`src/rtl/dataflow_pkg.sv`:
```
// Shared definitions for the LEGv8 dataflow controller: opcodes, instruction
// field positions, FSM state encoding and the decoded control bundle.
package dataflow_pkg;

    localparam logic [10:0] OPC_ADD  = 11'h458;
    localparam logic [10:0] OPC_SUB  = 11'h658;
    localparam logic [10:0] OPC_LDUR = 11'h7C2;
    localparam logic [10:0] OPC_STUR = 11'h7C0;

    // Instruction field bit positions (R and D formats share Rn/Rt positions)
    localparam int OPC_MSB = 31;
    localparam int OPC_LSB = 21;
    localparam int RM_MSB  = 20;
    localparam int RM_LSB  = 16;
    localparam int IMM_MSB = 20;
    localparam int IMM_LSB = 12;
    localparam int RN_MSB  = 9;
    localparam int RN_LSB  = 5;
    localparam int RD_MSB  = 4;
    localparam int RD_LSB  = 0;

    localparam logic [4:0] XZR = 5'd31;

    typedef enum logic [2:0] {
        ST_IDLE,
        ST_READ,
        ST_EXEC,
        ST_MEM,
        ST_WB,
        ST_ERR
    } state_t;

    typedef struct packed {
        logic legal;
        logic is_load;
        logic is_store;
        logic alu_sub;
        logic sel_b;
        logic sel_wb;
    } dec_t;

endpackage

```
`src/rtl/decodificador.sv`:
```
// Combinational opcode decoder producing the per-instruction control bundle.
module decodificador
    import dataflow_pkg::*;
(
    input  logic [10:0] i_opcode,
    output dec_t        o_ctrl
);

    always_comb begin
        o_ctrl = '0;
        unique case (i_opcode)
            OPC_ADD: begin
                o_ctrl.legal  = 1'b1;
                o_ctrl.sel_b  = 1'b1;
                o_ctrl.sel_wb = 1'b1;
            end
            OPC_SUB: begin
                o_ctrl.legal   = 1'b1;
                o_ctrl.alu_sub = 1'b1;
                o_ctrl.sel_b   = 1'b1;
                o_ctrl.sel_wb  = 1'b1;
            end
            OPC_LDUR: begin
                o_ctrl.legal   = 1'b1;
                o_ctrl.is_load = 1'b1;
            end
            OPC_STUR: begin
                o_ctrl.legal    = 1'b1;
                o_ctrl.is_store = 1'b1;
            end
            default: o_ctrl = '0;
        endcase
    end

endmodule

```
`src/rtl/controle_dataflow.sv`:
```
// Multi-cycle LEGv8 controller: accepts one instruction at a time and sequences
// register-file read, ALU, data-memory and writeback control for ADD/SUB/LDUR/STUR.
module controle_dataflow
    import dataflow_pkg::*;
#(
    parameter int ADDR_W = 6,
    parameter int DATA_W = 64
) (
    input  logic              clk,
    input  logic              rst_n,
    input  logic [31:0]       instr,
    input  logic              instr_valid,
    output logic              instr_ready,
    output logic [4:0]        ra,
    output logic [4:0]        rb,
    output logic [4:0]        rw,
    output logic              reg_we,
    output logic              mem_we,
    output logic              alu_sub,
    output logic              sel_b,
    output logic              sel_wb,
    output logic [DATA_W-1:0] imm,
    output logic              done,
    output logic              err
);

    state_t      r_state;
    state_t      w_next;
    logic [31:0] r_instr;
    logic        r_alive;
    dec_t        w_dec;
    logic        w_accept;
    logic        w_dtype;
    logic [4:0]  w_rd;

    decodificador u_dec (
        .i_opcode (r_instr[OPC_MSB:OPC_LSB]),
        .o_ctrl   (w_dec)
    );

    // r_alive keeps instr_ready low until the first edge after reset release
    assign w_accept = (r_state == ST_IDLE) && r_alive && instr_valid;

    always_ff @(posedge clk or negedge rst_n) begin
        if (!rst_n) begin
            r_state <= ST_IDLE;
            r_instr <= '0;
            r_alive <= 1'b0;
        end else begin
            r_state <= w_next;
            r_alive <= 1'b1;
            if (w_accept) begin
                r_instr <= instr;
            end
        end
    end

    always_comb begin
        w_next = r_state;
        unique case (r_state)
            ST_IDLE: if (w_accept) w_next = ST_READ;
            ST_READ: w_next = w_dec.legal ? ST_EXEC : ST_ERR;
            ST_EXEC: w_next = (w_dec.is_load || w_dec.is_store) ? ST_MEM : ST_WB;
            ST_MEM:  w_next = w_dec.is_load ? ST_WB : ST_IDLE;
            ST_WB:   w_next = ST_IDLE;
            ST_ERR:  w_next = ST_IDLE;
            default: w_next = ST_IDLE;
        endcase
    end

    assign w_dtype = w_dec.is_load || w_dec.is_store;
    assign w_rd    = r_instr[RD_MSB:RD_LSB];

    assign ra = r_instr[RN_MSB:RN_LSB];
    assign rw = w_rd;
    assign rb = w_dtype ? w_rd : r_instr[RM_MSB:RM_LSB];

    // The memory address comes from the adder, so it must fit in a datapath word
    generate
        if (DATA_W > 9 && ADDR_W <= DATA_W) begin : g_imm
            assign imm = {{(DATA_W-9){r_instr[IMM_MSB]}}, r_instr[IMM_MSB:IMM_LSB]};
        end else begin : g_imm_none
            assign imm = '0;
        end
    endgenerate

    always_comb begin
        instr_ready = 1'b0;
        reg_we      = 1'b0;
        mem_we      = 1'b0;
        alu_sub     = 1'b0;
        sel_b       = 1'b0;
        sel_wb      = 1'b0;
        done        = 1'b0;
        err         = 1'b0;
        unique case (r_state)
            ST_IDLE: instr_ready = r_alive;
            ST_READ: ;
            ST_EXEC: begin
                alu_sub = w_dec.alu_sub;
                sel_b   = w_dec.sel_b;
            end
            ST_MEM: begin
                alu_sub = w_dec.alu_sub;
                sel_b   = w_dec.sel_b;
                mem_we  = w_dec.is_store;
                done    = w_dec.is_store;
            end
            ST_WB: begin
                alu_sub = w_dec.alu_sub;
                sel_b   = w_dec.sel_b;
                sel_wb  = w_dec.sel_wb;
                reg_we  = (w_rd != XZR);
                done    = 1'b1;
            end
            ST_ERR: err = 1'b1;
            default: ;
        endcase
    end

endmodule

```
`config.mk`:
```
export PLATFORM = sky130hd
export DESIGN_NAME = controle_dataflow
export DESIGN_NICKNAME = d
export VERILOG_FILES = /design/src/rtl/dataflow_pkg.sv /design/src/rtl/decodificador.sv /design/src/rtl/controle_dataflow.sv
export SDC_FILE = /design/constraint.sdc
export NUM_CORES = 1
export LEC_CHECK = 0
export BUFFER_PORTS_ARGS = -buffer_cell sky130_fd_sc_hd__buf_2
export CAP_MARGIN = 20
export CELL_PAD_IN_SITES_DETAIL_PLACEMENT = 1
export CELL_PAD_IN_SITES_GLOBAL_PLACEMENT = 1
export CORE_MARGIN = 2
export CORE_UTILIZATION = 36
export CTS_BUF_LIST = sky130_fd_sc_hd__clkbuf_4 sky130_fd_sc_hd__clkbuf_8 sky130_fd_sc_hd__clkbuf_16
export CTS_CLUSTER_DIAMETER = 30
export DETAILED_ROUTE_END_ITERATION = 8
export PLACE_DENSITY_LB_ADDON = 0.1
export SLEW_MARGIN = 20
export SYNTH_ARGS = -nofsm -noshare
export SYNTH_HDL_FRONTEND = slang
export SYNTH_HIERARCHICAL = 1
export SYNTH_SLANG_ARGS = --single-unit
```
`constraint.sdc`:
```
create_clock -name clk -period 2.9 [get_ports clk]
set_clock_uncertainty 0.1 [all_clocks]
set_input_delay 0.435 -clock clk [delete_from_list [all_inputs] [get_ports clk]]
set_output_delay 0.435 -clock clk [all_outputs]
set_load 0.01 [all_outputs]
```
Word level (Yosys, flattened, before mapping)
Cells that the tools add are included.

cells by class
  multiplexer cells = 19
  reductions and logical operators = 7
  equal/unequal tests = 11

operator list
  operator                                       number
  == test 11 bit, second input constant          4
  two-way mux 3 bit                              4
  one-hot mux 3 bit (4 select lines)             1
  two-way mux 1 bit                              11
  == test 3 x 2 -> 1 bit, second input constant  2
  == test 3 bit, second input constant           2
  two-way mux 5 bit                              1
  != test 5 bit, second input constant           1
  OR reduction 4 bit                             1
  == test 3 x 1 -> 1 bit, second input constant  1
  logical NOT 3 bit                              1
  OR reduction 3 bit                             1
  logical AND 1 bit                              2
  two-way mux 2 bit                              1
  != test 2 bit, second input constant           1
  one-hot mux 1 bit (2 select lines)             1
  OR reduction 2 bit                             1
  logical OR 1 bit                               1

word-level totals
  input port bits = 35
  word-level logic and storage cells = 40
  flip-flop bits (word level) = 36

Logic depth before layout (Yosys ltp)
  depth after elaboration = 5
  gate-level depth with buffers = 6
  gate-level depth less buffers = 6

Hierarchy
The synthesis kept the hierarchy.

by module, submodules not included
  module             sequential area each (um2)  instances  area each (um2)  cells each
  controle_dataflow  850.8                       1          2114.5           172
  decodificador      0.0                         1          92.6             14

Worst setup path after synthesis
No wires, ideal clock.

  path type = flip-flop to output port
  from = register r_instr[20]
  to = output port rb[4]
  setup slack = 0.848 ns
  data required time = 2.365 ns
  data arrival time = 1.517 ns
  cell stages (with the launch flop) = 2
  path buffers = 0
  cells stage by stage = dfrtp_1 mux2_2

on the way
  longest elaborated chain between the ends = 1

RTL lines
  item                    line                     RTL
  from (decl)             controle_dataflow.sv:29  logic [31:0] r_instr;
  from (signal assigned)  controle_dataflow.sv:53  r_instr <= instr;
  two-way mux 5 bit       controle_dataflow.sv:76  assign rb = w_dtype ? w_rd : r_instr[RM_MSB:RM_LSB];
  to (decl)               controle_dataflow.sv:15  output logic [4:0] rb,

No other way between the ends.

==> flow_metrics.env <==
export IMPL_status="completed"
export IMPL_timing_final_crit_share_pct=91.9
export IMPL_post_synth_top_area_cell="dfrtp_1"
export IMPL_crit_type="flip-flop to primary output"
export IMPL_start_util_pct=37.3
export IMPL_port_buffers=119
export IMPL_cts_sinks=34
export IMPL_cts_setup_buffers=0
export IMPL_finalWirelength_um=4340
export IMPL_postRouteAntennaNets=0
export IMPL_p_leak_nw=1.37
export IMPL_worst_pin_slew_ps=743
export IMPL_relSlewSlack_pct=50.4
export IMPL_cp_cell_sequence="nor4_1 -> nand4_1 -> nor3_1 -> nor2_1 -> mux2_2 -> buf_2"
export IMPL_ys_ff_latch=34
export IMPL_setup_viol=0
export IMPL_cts_max_path_buffers=2
export IMPL_cts_root_buf="clkbuf_8"
export IMPL_vias=1372
export IMPL_critPathMaxFanout=6
export IMPL_dr_first_iter_drc_count=14
export IMPL_synth_nets=221
export IMPL_r2r_start="r_instr[21]$_DFFE_PN0P_"
export IMPL_r2r_setup_slack_ps=660
export IMPL_rsz0062_at_grt="false"
export IMPL_setup_tns_ps=0
export IMPL_worst_setup_path_end_kind="primary output"
export IMPL_cts_clk_slew_worst_paths_ps=70
export IMPL_cts_hold_buffers=0
export IMPL_grt_pass1_wl_um=6230
export IMPL_wl_per_cell_um=13.9
export IMPL_grt_total_usage_pct=12.4
export IMPL_max_freq_ghz=0.375
export IMPL_worstSetupEndpoint="rb[0]"
export IMPL_synth_top_cell_area_share_pct=38.5
export IMPL_min_period_ps=2670
export IMPL_numCtsBuffers=5
export IMPL_cp_required_ps=2370
export IMPL_worstPathArrival_ps=2130
export IMPL_r2r_worst_path_cells=6
export IMPL_cts_htree_levels=2
export IMPL_overflow=0
export IMPL_setup_worst_path_start="r_instr[21]$_DFFE_PN0P_"
export IMPL_via_per_inst=4.41
export IMPL_slew_violations=0
export IMPL_die_x_um=82.3
export IMPL_clock_latency_ps=280
export IMPL_syn_inst=186
export IMPL_hpwl_um=3310
export IMPL_p_total_mw=2.98
export IMPL_io_pins=122
export IMPL_synth_seq_area_share_pct=38.5
export IMPL_die_h_um=82.3
export IMPL_cts_resized_gates=0
export IMPL_drive_gt1_share_pct=71.2
export IMPL_power_density_nw_per_um2=1220
export IMPL_fin_nets=270
export IMPL_cts_tree="done"
export IMPL_diodes=0
export IMPL_finalWeightedCongestion=0.647
export IMPL_worst_r2r_endpoint="r_state[0]$_DFFE_PN0P_"
export IMPL_cp_slowest_cell="dfrtp_1"
export IMPL_grt_max_degree=58
export IMPL_worst_ir_drop_vdd_mv=0.558
export IMPL_core_um2=5920
export IMPL_synthesis_area_um2=2210
export IMPL_die_area_um2=6770
export IMPL_cp_start_kind="flip-flop"
export IMPL_maxCapViolCount=0
export IMPL_cpPeakStageDelay_ps=390
export IMPL_post_route_drc_count=0
export IMPL_hold_viol=0
export IMPL_hp_class="input port to asynchronous set/reset pin"
export IMPL_postSynthAreaPerCell_um2=11.9
export IMPL_dr_pass1_iters=4
export IMPL_yosysWarnings=6
export IMPL_area_delta_synth_final_pct=11.1
export IMPL_yosysUniqueCellTypes=29
export IMPL_antenna_found_initial=0
export IMPL_grt_pass1_vias=1241
export IMPL_rows=28
export IMPL_synth_area_top_cells="dfrtp_1 (39%), buf_4 (26%), mux2_4 (20%)"
## cells by family after synthesis
family	share of synthesized area, %
AOI/OAI and AO/OA	1.47
buffers and inverters	27.6
DFF	38.5
muxes	23.2
other	0.170
and+or+nand+nor	8.96
## Yosys cell counts
cell type  count
and4b_1        1
mux2_4        29
and4bb_1       1
nor3_1         3
nor2b_1        3
and3_1         2
dfrtp_1       34
nand2_1        2
nand3b_1       1
inv_1          2
nand2b_1       2
buf_4         75
nor4b_2        1
buf_6          3
mux2i_1        1
o21ai_0        1
nand2_2        1
mux2_2         6
a21oi_1        3
nand4_1        1
buf_2          1
nand3_1        1
or3b_2         1
nor2_1         3
a31oi_1        2
and2_1         3
nor4_1         1
nor4b_4        1
conb_1         1
## worst min-delay path by stage
stage,start,end,slack (ps)
CTS,rst_n,r_instr[6]$_DFFE_PN0P_,150
finish,rst_n,r_instr[20]$_DFFE_PN0P_,120
global placement,r_instr[13]$_DFFE_PN0P_,r_instr[13]$_DFFE_PN0P_,390
floorplan,rst_n,r_alive$_DFF_PN0_,40
detailed placement,r_instr[8]$_DFFE_PN0P_,r_instr[8]$_DFFE_PN0P_,390
global route,rst_n,r_instr[2]$_DFFE_PN0P_,170
## per-layer routing
layer	up-vias	GRT usage [%]	part of all wire, %
met2	75	19.7	46
met3	6	3.59	11
li1	642	-	-
met4	0	3.67	1.0
met5	-	0	0
met1	649	16.3	43
## state kept, by name (all words and copies together), names as in the netlist
signal	count
r_state	3
r_alive	1
r_instr	30
## cells in the final DEF, fill, tap and decap left out, types with 2 or more instances in the layout
master	n
a21oi_1	3
a31oi_1	2
and2_1	3
and3_1	2
buf_2	119
buf_4	2
bufinv_16	2
clkbuf_8	6
dfrtp_1	34
inv_1	2
mux2_2	6
mux2_4	29
nand2_1	2
nand2b_1	2
nor2_1	3
nor2b_1	3
nor3_1	3
## critical path, delay by kind of cell (launching register included)
kind,cells,cell delay (ps)
simple gates,4,1020
flops,1,390
mux,1,320
buf+inv,1,140
## where the power goes
group	leakage [nW]	internal, mW	switching [mW]	total (mW)
registers	0.406	0.703	0.199	0.902
logic	0.888	0.798	0.751	1.55
clock network	0.0714	0.367	0.166	0.533
total	1.37	1.87	1.12	2.98
## cell type report
class,instances,area [um^2]
Timing Repair Buffer,121,611
Multi-Input combinational cell,71,747
Sequential cell,34,851
Tap cell,75,93.8
Fill cell,686,3470
Clock buffer,6,82.6
Inverter,2,7.51
Clock inverter,2,60.1
## per-stage QoR
stage | worst slack (ps) | instances | hold WS (ps) | utilization [%] | area [um^2]
detailed placement | 492 | 303 | 391 | 39.0 | 2310
global placement | 502 | 303 | 391 | 39.0 | 2310
CTS | 165 | 311 | 153 | 41.4 | 2450
global route | 39.7 | 311 | 172 | 41.4 | 2450
floorplan | 848 | 186 | 39.4 | - | 2210
finish | 234 | 311 | 121 | 41.4 | 2450
Note: power is estimated with default switching activity, not from simulation.
